$ cat src/rtl/mem_stage_pkg.sv
// Shared definitions for the memory-access stage: bus layouts, mem_ctl fields,
// size codes, FSM states and alignment helpers.
package mem_stage_pkg;

    localparam int EX2MEM_W   = 108;
    localparam int MEM2WB_W   = 70;
    localparam int REG_W      = 32;
    localparam int REG_ADDR_W = 5;

    // mem_ctl bit positions
    localparam int CTL_LD  = 5;
    localparam int CTL_ST  = 4;
    localparam int CTL_UNS = 1;

    localparam logic [1:0] SZ_B = 2'b00;
    localparam logic [1:0] SZ_H = 2'b01;
    localparam logic [1:0] SZ_W = 2'b10;

    typedef enum logic [1:0] {
        S_IDLE = 2'd0,
        S_REQ  = 2'd1,
        S_WAIT = 2'd2,
        S_DONE = 2'd3
    } state_t;

    typedef struct packed {
        logic [5:0]            mem_ctl;
        logic [REG_W-1:0]      st_data;
        logic [REG_W-1:0]      exe_result;
        logic [REG_ADDR_W-1:0] rd_addr;
        logic                  rd_we;
        logic [REG_W-1:0]      pc;
    } ex2mem_t;

    typedef struct packed {
        logic [REG_W-1:0]      wb_data;
        logic [REG_ADDR_W-1:0] rd_addr;
        logic                  rd_we;
        logic [REG_W-1:0]      pc;
    } mem2wb_t;

    // load and store together is illegal and decodes as neither
    function automatic logic is_load(input logic [5:0] ctl);
        return ctl[CTL_LD] & ~ctl[CTL_ST];
    endfunction

    function automatic logic is_store(input logic [5:0] ctl);
        return ctl[CTL_ST] & ~ctl[CTL_LD];
    endfunction

    // size 2'b11 is treated as a word everywhere
    function automatic logic is_misaligned(input logic [1:0] size, input logic [1:0] a);
        return ((size == SZ_H) & a[0]) | (size[1] & (a != 2'b00));
    endfunction

endpackage

$ cat src/rtl/mem_align.sv
// Combinational store strobe/data alignment and load extraction/extension.
module mem_align
    import mem_stage_pkg::*;
(
    input  logic [1:0]  size,
    input  logic        uns,
    input  logic [1:0]  a,
    input  logic [31:0] st_data,
    input  logic [31:0] rdata,
    output logic [3:0]  wstrb,
    output logic [31:0] wdata,
    output logic [31:0] ld_data
);

    logic [15:0] sh;

    always_comb begin
        sh      = 16'(rdata >> {a, 3'b000});
        wstrb   = 4'b0000;
        wdata   = '0;
        ld_data = '0;
        case (size)
            SZ_B: begin
                wstrb   = 4'b0001 << a;
                wdata   = {4{st_data[7:0]}};
                ld_data = uns ? {24'b0, sh[7:0]} : {{24{sh[7]}}, sh[7:0]};
            end
            SZ_H: begin
                wstrb   = a[1] ? 4'b1100 : 4'b0011;
                wdata   = {2{st_data[15:0]}};
                ld_data = uns ? {16'b0, sh} : {{16{sh[15]}}, sh};
            end
            default: begin
                wstrb   = 4'b1111;
                wdata   = st_data;
                ld_data = rdata;
            end
        endcase
    end

endmodule

$ cat src/rtl/mem_stage.sv
// Memory-access stage: registers the EX->MEM bus, runs the data-memory handshake
// and hands results to WB. Optional misalignment trap under MEM_ALIGN_CHECK_EN.
module mem_stage
    import mem_stage_pkg::*;
(
    input  logic                 clk,
    input  logic                 rst_n,
    input  logic [EX2MEM_W-1:0]  ex2mem_bus_i,
    input  logic                 ctl_ex_over_i,
    output logic                 ctl_mem_allowin_o,
    input  logic                 ctl_wb_allowin_i,
    output logic                 ctl_mem_over_o,
    output logic [MEM2WB_W-1:0]  mem2wb_bus_o,
    output logic [4:0]           ctl_mem_dest_o,
    output logic                 data_req_o,
    output logic                 data_wr_o,
    output logic [1:0]           data_size_o,
    output logic [3:0]           data_wstrb_o,
    output logic [31:0]          data_addr_o,
    output logic [31:0]          data_wdata_o,
    input  logic                 data_addr_ok_i,
    input  logic                 data_data_ok_i,
`ifdef MEM_ALIGN_CHECK_EN
    output logic                 ctl_mem_ale_o,
`endif
    input  logic [31:0]          data_rdata_i
);

    ex2mem_t     bus_in, bus_q;
    mem2wb_t     wb;
    state_t      state, state_nx;
    logic        valid;
    logic [31:0] rdata_q;

    logic        ld, st, mem_in, mis_in, mis_q;
    logic        latch, handoff;
    logic [1:0]  size, a;
    logic [3:0]  wstrb;
    logic [31:0] wdata, ld_data, req_addr;
    logic        unused;

    assign bus_in = ex2mem_bus_i;
    assign ld     = is_load(bus_q.mem_ctl);
    assign st     = is_store(bus_q.mem_ctl);
    assign size   = bus_q.mem_ctl[3:2];
    assign a      = bus_q.exe_result[1:0];
    assign mem_in = is_load(bus_in.mem_ctl) | is_store(bus_in.mem_ctl);
    assign unused = bus_q.mem_ctl[0];

`ifdef MEM_ALIGN_CHECK_EN
    assign mis_in = mem_in & is_misaligned(bus_in.mem_ctl[3:2], bus_in.exe_result[1:0]);
    assign mis_q  = (ld | st) & is_misaligned(size, a);
    assign ctl_mem_ale_o = ctl_mem_over_o & mis_q;
    assign req_addr = bus_q.exe_result;
`else
    assign mis_in = 1'b0;
    assign mis_q  = 1'b0;
    // without the check, the low address bits are simply forced to the access size
    assign req_addr = size[1]       ? {bus_q.exe_result[31:2], 2'b00} :
                      (size == SZ_H) ? {bus_q.exe_result[31:1], 1'b0}  :
                                       bus_q.exe_result;
`endif

    assign ctl_mem_over_o    = valid & (state == S_DONE);
    assign ctl_mem_allowin_o = ~valid | (ctl_mem_over_o & ctl_wb_allowin_i);
    assign latch             = ctl_ex_over_i & ctl_mem_allowin_o;
    assign handoff           = ctl_mem_over_o & ctl_wb_allowin_i;

    always_ff @(posedge clk) begin
        if (!rst_n) state <= S_IDLE;
        else        state <= state_nx;
    end

    always_comb begin
        state_nx   = state;
        data_req_o = 1'b0;
        if (latch) begin
            state_nx = (mem_in & ~mis_in) ? S_REQ : S_DONE;
        end else begin
            case (state)
                S_REQ:   if (data_addr_ok_i) state_nx = S_WAIT;
                S_WAIT:  if (data_data_ok_i) state_nx = S_DONE;
                S_DONE:  if (handoff)        state_nx = S_IDLE;
                default: state_nx = state;
            endcase
        end
        if (state == S_REQ) data_req_o = 1'b1;
    end

    always_ff @(posedge clk) begin
        if (!rst_n) begin
            valid   <= 1'b0;
            bus_q   <= '0;
            rdata_q <= '0;
        end else begin
            if (latch) begin
                bus_q <= bus_in;
                valid <= 1'b1;
            end else if (handoff) begin
                valid <= 1'b0;
            end
            if (state == S_WAIT && data_data_ok_i) rdata_q <= data_rdata_i;
        end
    end

    mem_align u_align (
        .size    (size),
        .uns     (bus_q.mem_ctl[CTL_UNS]),
        .a       (a),
        .st_data (bus_q.st_data),
        .rdata   (rdata_q),
        .wstrb   (wstrb),
        .wdata   (wdata),
        .ld_data (ld_data)
    );

    // request fields read zero outside REQ so reset and idle look identical
    assign data_wr_o    = data_req_o & st;
    assign data_size_o  = data_req_o ? size : 2'b00;
    assign data_addr_o  = data_req_o ? req_addr : '0;
    assign data_wstrb_o = data_wr_o ? wstrb : 4'b0000;
    assign data_wdata_o = data_wr_o ? wdata : '0;

    assign wb.wb_data   = (ld & ~mis_q) ? ld_data : bus_q.exe_result;
    assign wb.rd_addr   = bus_q.rd_addr;
    assign wb.rd_we     = bus_q.rd_we & ~mis_q;
    assign wb.pc        = bus_q.pc;
    assign mem2wb_bus_o = wb;

    assign ctl_mem_dest_o = valid ? bus_q.rd_addr : 5'd0;

endmodule

$ cat config.mk
export PLATFORM = sky130hd
export DESIGN_NAME = mem_stage
export DESIGN_NICKNAME = d
export VERILOG_FILES = /design/src/rtl/mem_stage_pkg.sv /design/src/rtl/mem_align.sv /design/src/rtl/mem_stage.sv
export SDC_FILE = /design/constraint.sdc
export NUM_CORES = 1
export LEC_CHECK = 0
export ABC_AREA = 1
export CORE_MARGIN = 1.5
export CORE_UTILIZATION = 47
export CTS_BUF_LIST = sky130_fd_sc_hd__clkbuf_8 sky130_fd_sc_hd__clkbuf_16
export DETAILED_ROUTE_END_ITERATION = 7
export PLACE_DENSITY_LB_ADDON = 0.05
export SLEW_MARGIN = 15
export SYNTH_ARGS = -nofsm -noshare
export SYNTH_HDL_FRONTEND = slang
export SYNTH_SLANG_ARGS = --single-unit
$ cat constraint.sdc
create_clock -name clk -period 3.5 [get_ports clk]
set_clock_uncertainty 0.05 [all_clocks]
set_input_delay 0.7 -clock clk [delete_from_list [all_inputs] [get_ports clk]]
set_output_delay 0.7 -clock clk [all_outputs]
set_load 0.02 [all_outputs]
==> Yosys cells after proc, flatten, opt, wreduce, memory -nomap -nowiden <==
Index checks and enable logic that the tools add are counted.
{ "classes": {"shifts": 2, "reduce_logical": 5, "order_cmp": 0, "addsub": 0, "n_div": 0, "n_eq_ne": 7, "muxes": 23, "bitwise_logic": 15, "n_mul": 0} }
{ "ops": {"columns": ["op", "n"], "rows": [
  ["$mux 32", 5],
  ["$pmux 32 s2", 2],
  ["$shr 32x5->16", 1],
  ["$mux 2", 7],
  ["$ne 3x3->1 const B", 3],
  ["$and 1x1->1", 8],
  ["$mux 4", 2],
  ["$pmux 4 s2", 1],
  ["$pmux 2 s3", 1],
  ["$mux 5", 1],
  ["$not 1->1", 5],
  ["$eq 2x1->1 const B", 2],
  ["$eq 2x2->1 const B", 2],
  ["$mux 1", 4],
  ["$reduce_and 4->1", 1],
  ["$reduce_bool 4->1", 1],
  ["$shl 1x2->4 const A", 1],
  ["$logic_not 2->1", 1],
  ["$or 1x1->1", 2],
  ["$reduce_bool 2->1", 1],
  ["$logic_and 1x1->1", 1]
]} }
{ "word_totals": {"inputBits": 146, "latchBits": 0, "ff_bits": 143, "ramBits": 0, "wordCells": 61, "mem_bits_ro": 0, "out_inout_bits": 149, "mem_count": 0} }

==> Logic depth before layout (Yosys ltp) <==
Gate-level depths: netlist of the first run.
{ "depth": {"depth_word": 7, "depth_mapped": 11, "ltp_nobuf": 10} }

==> Hierarchy <==
Synthesis of the first run repeated with hierarchy kept, for this count alone.
{ "hier_totals": {"hier_cells": 1148, "hier_area_um2": 7637.3} }
{ "modules_own_cells": {"columns": ["mod", "cells_per_inst", "instances", "seq_area_each_um2", "area_each_um2"], "rows": [
  ["mem_stage", 880, 1, 2842.7, 6392.4],
  ["mem_align", 268, 1, 0.0, 1244.9]
]} }

==> Worst setup path after synthesis of the first run <==
Ideal clock, no wire load.
{ "synth_path": {"kind": "reg2out", "from": "register state[1]", "to": "output port data_wstrb_o[1]", "arrival_ns": 1.806, "stages_incl_launch_ff": 9, "required_ns": 2.750, "setup_slack_ns": 0.944, "path_cell_list": "dfxtp_1 inv_1 ha_1 buf_2 inv_1 nor3_4 buf_4 nand2_1 a21oi_1"} }
{ "synth_between": {"elab_chain_cells": 4} }
{ "synth_rtl": {"columns": ["element", "line_no", "text"], "rows": [
  ["start, declared", "mem_stage.sv:31", "state_t state, state_nx;"],
  ["start signal, assigned", "mem_stage.sv:71", "else state <= state_nx;"],
  ["$eq 2x1->1", "mem_stage.sv:87", "if (state == S_REQ) data_req_o = 1'b1;"],
  ["$mux 1", "mem_stage.sv:87", null],
  ["via data_req_o", "mem_stage.sv:15", "output logic data_req_o,"],
  ["$and 1x1->1", "mem_stage.sv:118", "assign data_wr_o = data_req_o & st;"],
  ["via data_wr_o", "mem_stage.sv:16", "output logic data_wr_o,"],
  ["$mux 4", "mem_stage.sv:121", "assign data_wstrb_o = data_wr_o ? wstrb : 4'b0000;"],
  ["end, declared", "mem_stage.sv:18", "output logic [3:0] data_wstrb_o,"]
]} }
The timed path passes the listed nets, and every way through them passes these cells.

==> Worst setup path after layout of the first run <==
{ "layout_path": {"from": "register bus_q (netlist bit a[0])", "to": "output port mem2wb_bus_o[47]"} }
{ "layout_between": {"elab_chain_cells": 4, "word_cells_on_any_way": 5, "cone_classes": "shift (1); mux (4)"} }
{ "layout_rtl": {"columns": ["element", "line_no", "text"], "rows": [
  ["start, declared", "mem_stage.sv:29", "ex2mem_t bus_in, bus_q;"],
  ["start signal, assigned", "mem_stage.sv:97", "bus_q <= bus_in;"],
  ["$shr 32x5->16 (*)", "mem_align.sv:18", "sh = 16'(rdata >> {a, 3'b000});"],
  ["$mux 32 (on tied branches)", "mem_align.sv:31, mem_align.sv:26", null],
  ["$pmux 32 s2 (*)", "mem_align.sv:22", "case (size)"],
  ["$mux 32 (*)", "mem_stage.sv:124", "assign wb.wb_data = (ld & ~mis_q) ? ld_data : bus_q.exe_result;"],
  ["end, declared", "mem_stage.sv:13", "output logic [MEM2WB_W-1:0] mem2wb_bus_o,"]
]} }
Mark *: on every way between the ends. The rest lies on a longest branch, timed or not.

==> results.md, run 1 <==
* Core Box Area at 15100 sq um
* Pwr per Cell Area at 486 nW/um^2
* Slew headroom at 0.376
* Clock transition at path regs at 0.06 ns
* Crit path from: a[0]
* Adder-cell share of the synthesized area at 0.00519
* Wirelength, routed at 22900 um
* Peak VDD IR at 0.000383 V
* Antenna diode count at 0
* Drt pass-1 iters at 7
* Share of cells above drive strength 1 at 0.0579
* Clock tree buffer depth at 2
* Leak at 4.70 nW
* Period utilisation layout at 0.945
* Dpl cell area at 9900 sq um
* Layout Cells excl Fill at 1535
* Maxcap violations at 0
* Fmax at 302 MHz
* Starting Density at 0.479
* Final core occ at 0.700
* Port bufs at 293
* FF-to-FF End: rdata_q[15]
* Pre-CTS WS at 0.496 ns
* CP Cell Sequence: buf_4 -> nand2_1 -> nand2_1 -> nand2_1 -> nand2_1 -> nand2_2 -> nand2_1 -> nor2_1 -> nor2_1 -> clkdlybuf4s50_1
* Status: completed
* Largest net degree at the start of global routing at 129
* CP required at 2.75 ns
* Initial DRC count at 488
* GR Overflow Total at 0
* CP max FO at 20
* Hold-fix buffers, CTS at 0
* Worst setup endpoint: mem2wb_bus_o[47]
* Crit path kind: register to output pin
* Sequential fraction of the synthesis area at 0.393
* CP arrival at 2.56 ns
* Slew @ Worst Pin at 0.934 ns
* Post-synthesis simple-gate area fraction at 0.311
* Via/cell ratio at 5.01
* GRT Total Usage at 0.282
* Slowest cell on the critical path: clkdlybuf4s50_1
* Largest family of logic cells by synthesized area: simple AND/OR/NAND/NOR gates
* Clock sinks at 142
* Vias post-DR at 7687
* Synth Area per Inst at 6.46 sq um
* Worst setup EP type: output pin
* Synthesized cell area at 7230 sq um
* Hold Path Class: register to register
* Later-pin clock latency in the skew report at 0.43 ns
* Crit-path most repeated cell: nand2_1
* Synth Area in XOR/XNOR at 0.00121
* DP Cell Count at 1502
* Die H at 127 um
* CP max stage delay at 0.64 ns
* Syn nets at 1267
* Post-synthesis mux area share at 0
* Final Instance Area at 10600 sq um
* First-pass GRT wire length at 35900 um
* Die footprint at 16100 sq um
* Worst R2R Start: state[0]
* Pins Over Slew Limit at 0
* CTS tree: done
* Synth cell types at 27
* Routed WL per cell at 14.9 um
* Clk root buf: clkbuf_16
* DIE WIDTH at 127 um
* Antenna-violating nets left at 0
* Inserted Clock Buffers at 17
* CTS H-tree depth at 4
* Initial antenna violation count at 0
* Cells on worst reg2reg path at 7
* Yosys warns at 0
* CP Buf/Inv Count at 2
* Core Rows at 45
* CP Launch Type: register
* RSZ-0062 raised after global routing: false
* Synthesized flop and latch total at 142
* Routability cong. at 0.870
* Crit-path leading delay family: buffers and inverters
* # IOs at 295
* CP Depth at 10
* DRC at 0
* Count of final hold-check violations at 0
* Vias in the first global route at 7138
* Area Overhead vs Synth at 46.3%
* Synth Area in Compound Gates at 0.152
* Fin crit period at 3.31 ns
* R2r setup slk at 1.50 ns
* Final Worst Setup Slack at 0.194 ns
* Setup TNS at 0 ns
* Final net count at 1484
* Final setup fails at 0
* Hpwl dp at 15900 um
* Mapped Cells at 1118
[metrics by stage]
step | total power, mW | hold slack, ns
2_1_floorplan | 2.72 | 0.405
3_3_place_gp | 3.24 | 0.411
3_5_place_dp | 3.25 | 0.421
4_1_cts | 5.16 | 0.435
5_1_grt | 5.38 | 0.455
6_report | 5.13 | 0.430
[repair_timing]
action / CTS / global route
endpoints found under the hold margin: 0 / 0
setup endpoints to repair: 0 / 44
gates resized for setup: 0 / 4
setup buffers: 0 / 2
[routing by layer]
layer,share of wire,track usage
met3,0.082,0.0988
met4,0.025,0.103
met1,0.39,0.316
met5,0,0
met2,0.51,0.496
[worst reg2reg max path: cells and delay by family, from the launching register on]
family	cells	cell delay (ns)
buffers and inverters	3	0.83
and+or+nand+nor	3	0.41
adders and majority gates	1	0.22
DFF	1	0.38
[cell type report]
type | count | area (sq um)
Timing Repair Buffer | 309 | 3120
Multi-Input combinational cell | 774 | 3410
Clock inverter | 12 | 169
Clock buffer | 19 | 453
Sequential cell | 142 | 2840
Inverter | 91 | 343
Tap cell | 188 | 235
Fill cell | 1355 | 4520
[layout by cell type, fill, tap and decap left out, drive strengths merged]
| cell | netlist | final |
|---|---|---|
| nand2 | 153 | 153 |
| o221ai | 1 | 1 |
| inv | 91 | 91 |
| ha | 3 | 3 |
| nor3 | 4 | 4 |
| nand3 | 58 | 58 |
| nor2 | 323 | 323 |
| buf | 70 | 17 |
| xor2 | 1 | 1 |
| clkdlybuf4s50 | 0 | 292 |
| o21ai | 156 | 156 |
| or2 | 16 | 16 |
| dfxtp | 142 | 142 |
| a22oi | 2 | 2 |
| bufinv | 0 | 4 |
| clkinv | 0 | 7 |
| a21oi | 50 | 50 |
| clkinvlp | 0 | 1 |
| clkbuf | 41 | 19 |
| o22ai | 7 | 7 |
[report_power, final]
| group | internal (mW) | switching (mW) | total, mW | leakage, nW |
|---|---|---|---|---|
| Combinational | 0.589 | 0.718 | 1.31 | 3.22 |
| Clock | 1.22 | 0.684 | 1.90 | 0.310 |
| Sequential | 1.78 | 0.142 | 1.93 | 1.17 |
| Total | 3.59 | 1.54 | 5.13 | 4.70 |
[cells in the mapped netlist]
cell type,count,area share
nand2_1,150,0.078
buf_6,7,0.011
clkbuf_1,40,0.021
o221ai_1,1,0.0012
inv_1,87,0.045
xor2_1,1,0.0012
nand3_1,56,0.039
buf_2,18,0.012
clkbuf_2,1,0.00069
ha_1,3,0.0052
a22oi_1,2,0.0021
nand3_2,2,0.0028
buf_1,3,0.0016
nor3_4,1,0.0023
nor2_1,319,0.17
or2_2,16,0.014
o21ai_1,6,0.0042
a21oi_1,50,0.035
o21ai_0,150,0.10
inv_2,4,0.0021
nor2_2,2,0.0017
nand2_2,3,0.0026
nor3_1,3,0.0021
nor2_4,2,0.0031
o22ai_1,7,0.0061
dfxtp_1,142,0.39
buf_4,42,0.044
[worst min-delay path by stage]
stage,slack [ns],depth (start not counted),start,endpoint
after floorplan,0.40,2,bus_q[86],bus_q[86]
after global placement,0.41,2,mem2wb_bus_o[13],mem2wb_bus_o[13]
after detailed placement,0.42,2,bus_q[90],bus_q[90]
after CTS,0.43,2,mem2wb_bus_o[26],mem2wb_bus_o[26]
after global routing,0.46,2,mem2wb_bus_o[28],mem2wb_bus_o[28]
final,0.43,2,mem2wb_bus_o[17],mem2wb_bus_o[17]
[registers in the layout, indices dropped and copies added (netlist names)]
signal / flops
a: 2
bus_q: 67
mem2wb_bus_o: 38
rdata_q: 32
state: 2
valid: 1
[logic make-up after synthesis]
logic type / Yosys count
buf+inv: 202
flops: 142
fa+ha+maj: 3
compound gates: 216
xor+xnor: 1
simple gates: 554
(Power assumes the default switching activity.)
==> inputs of run 2 (changes only) <==
Settings changed: CTS_CLUSTER_SIZE set to 24.
==> results of run 2 <==
Same layout as run 1: the final DEF is identical, and so are final timing and power.
==> inputs of run 3 (changes only) <==
Settings changed: SKIP_CTS_REPAIR_TIMING set to 1.
==> results of run 3 <==
Same layout as run 1: the final DEF is identical, and so are final timing and power.
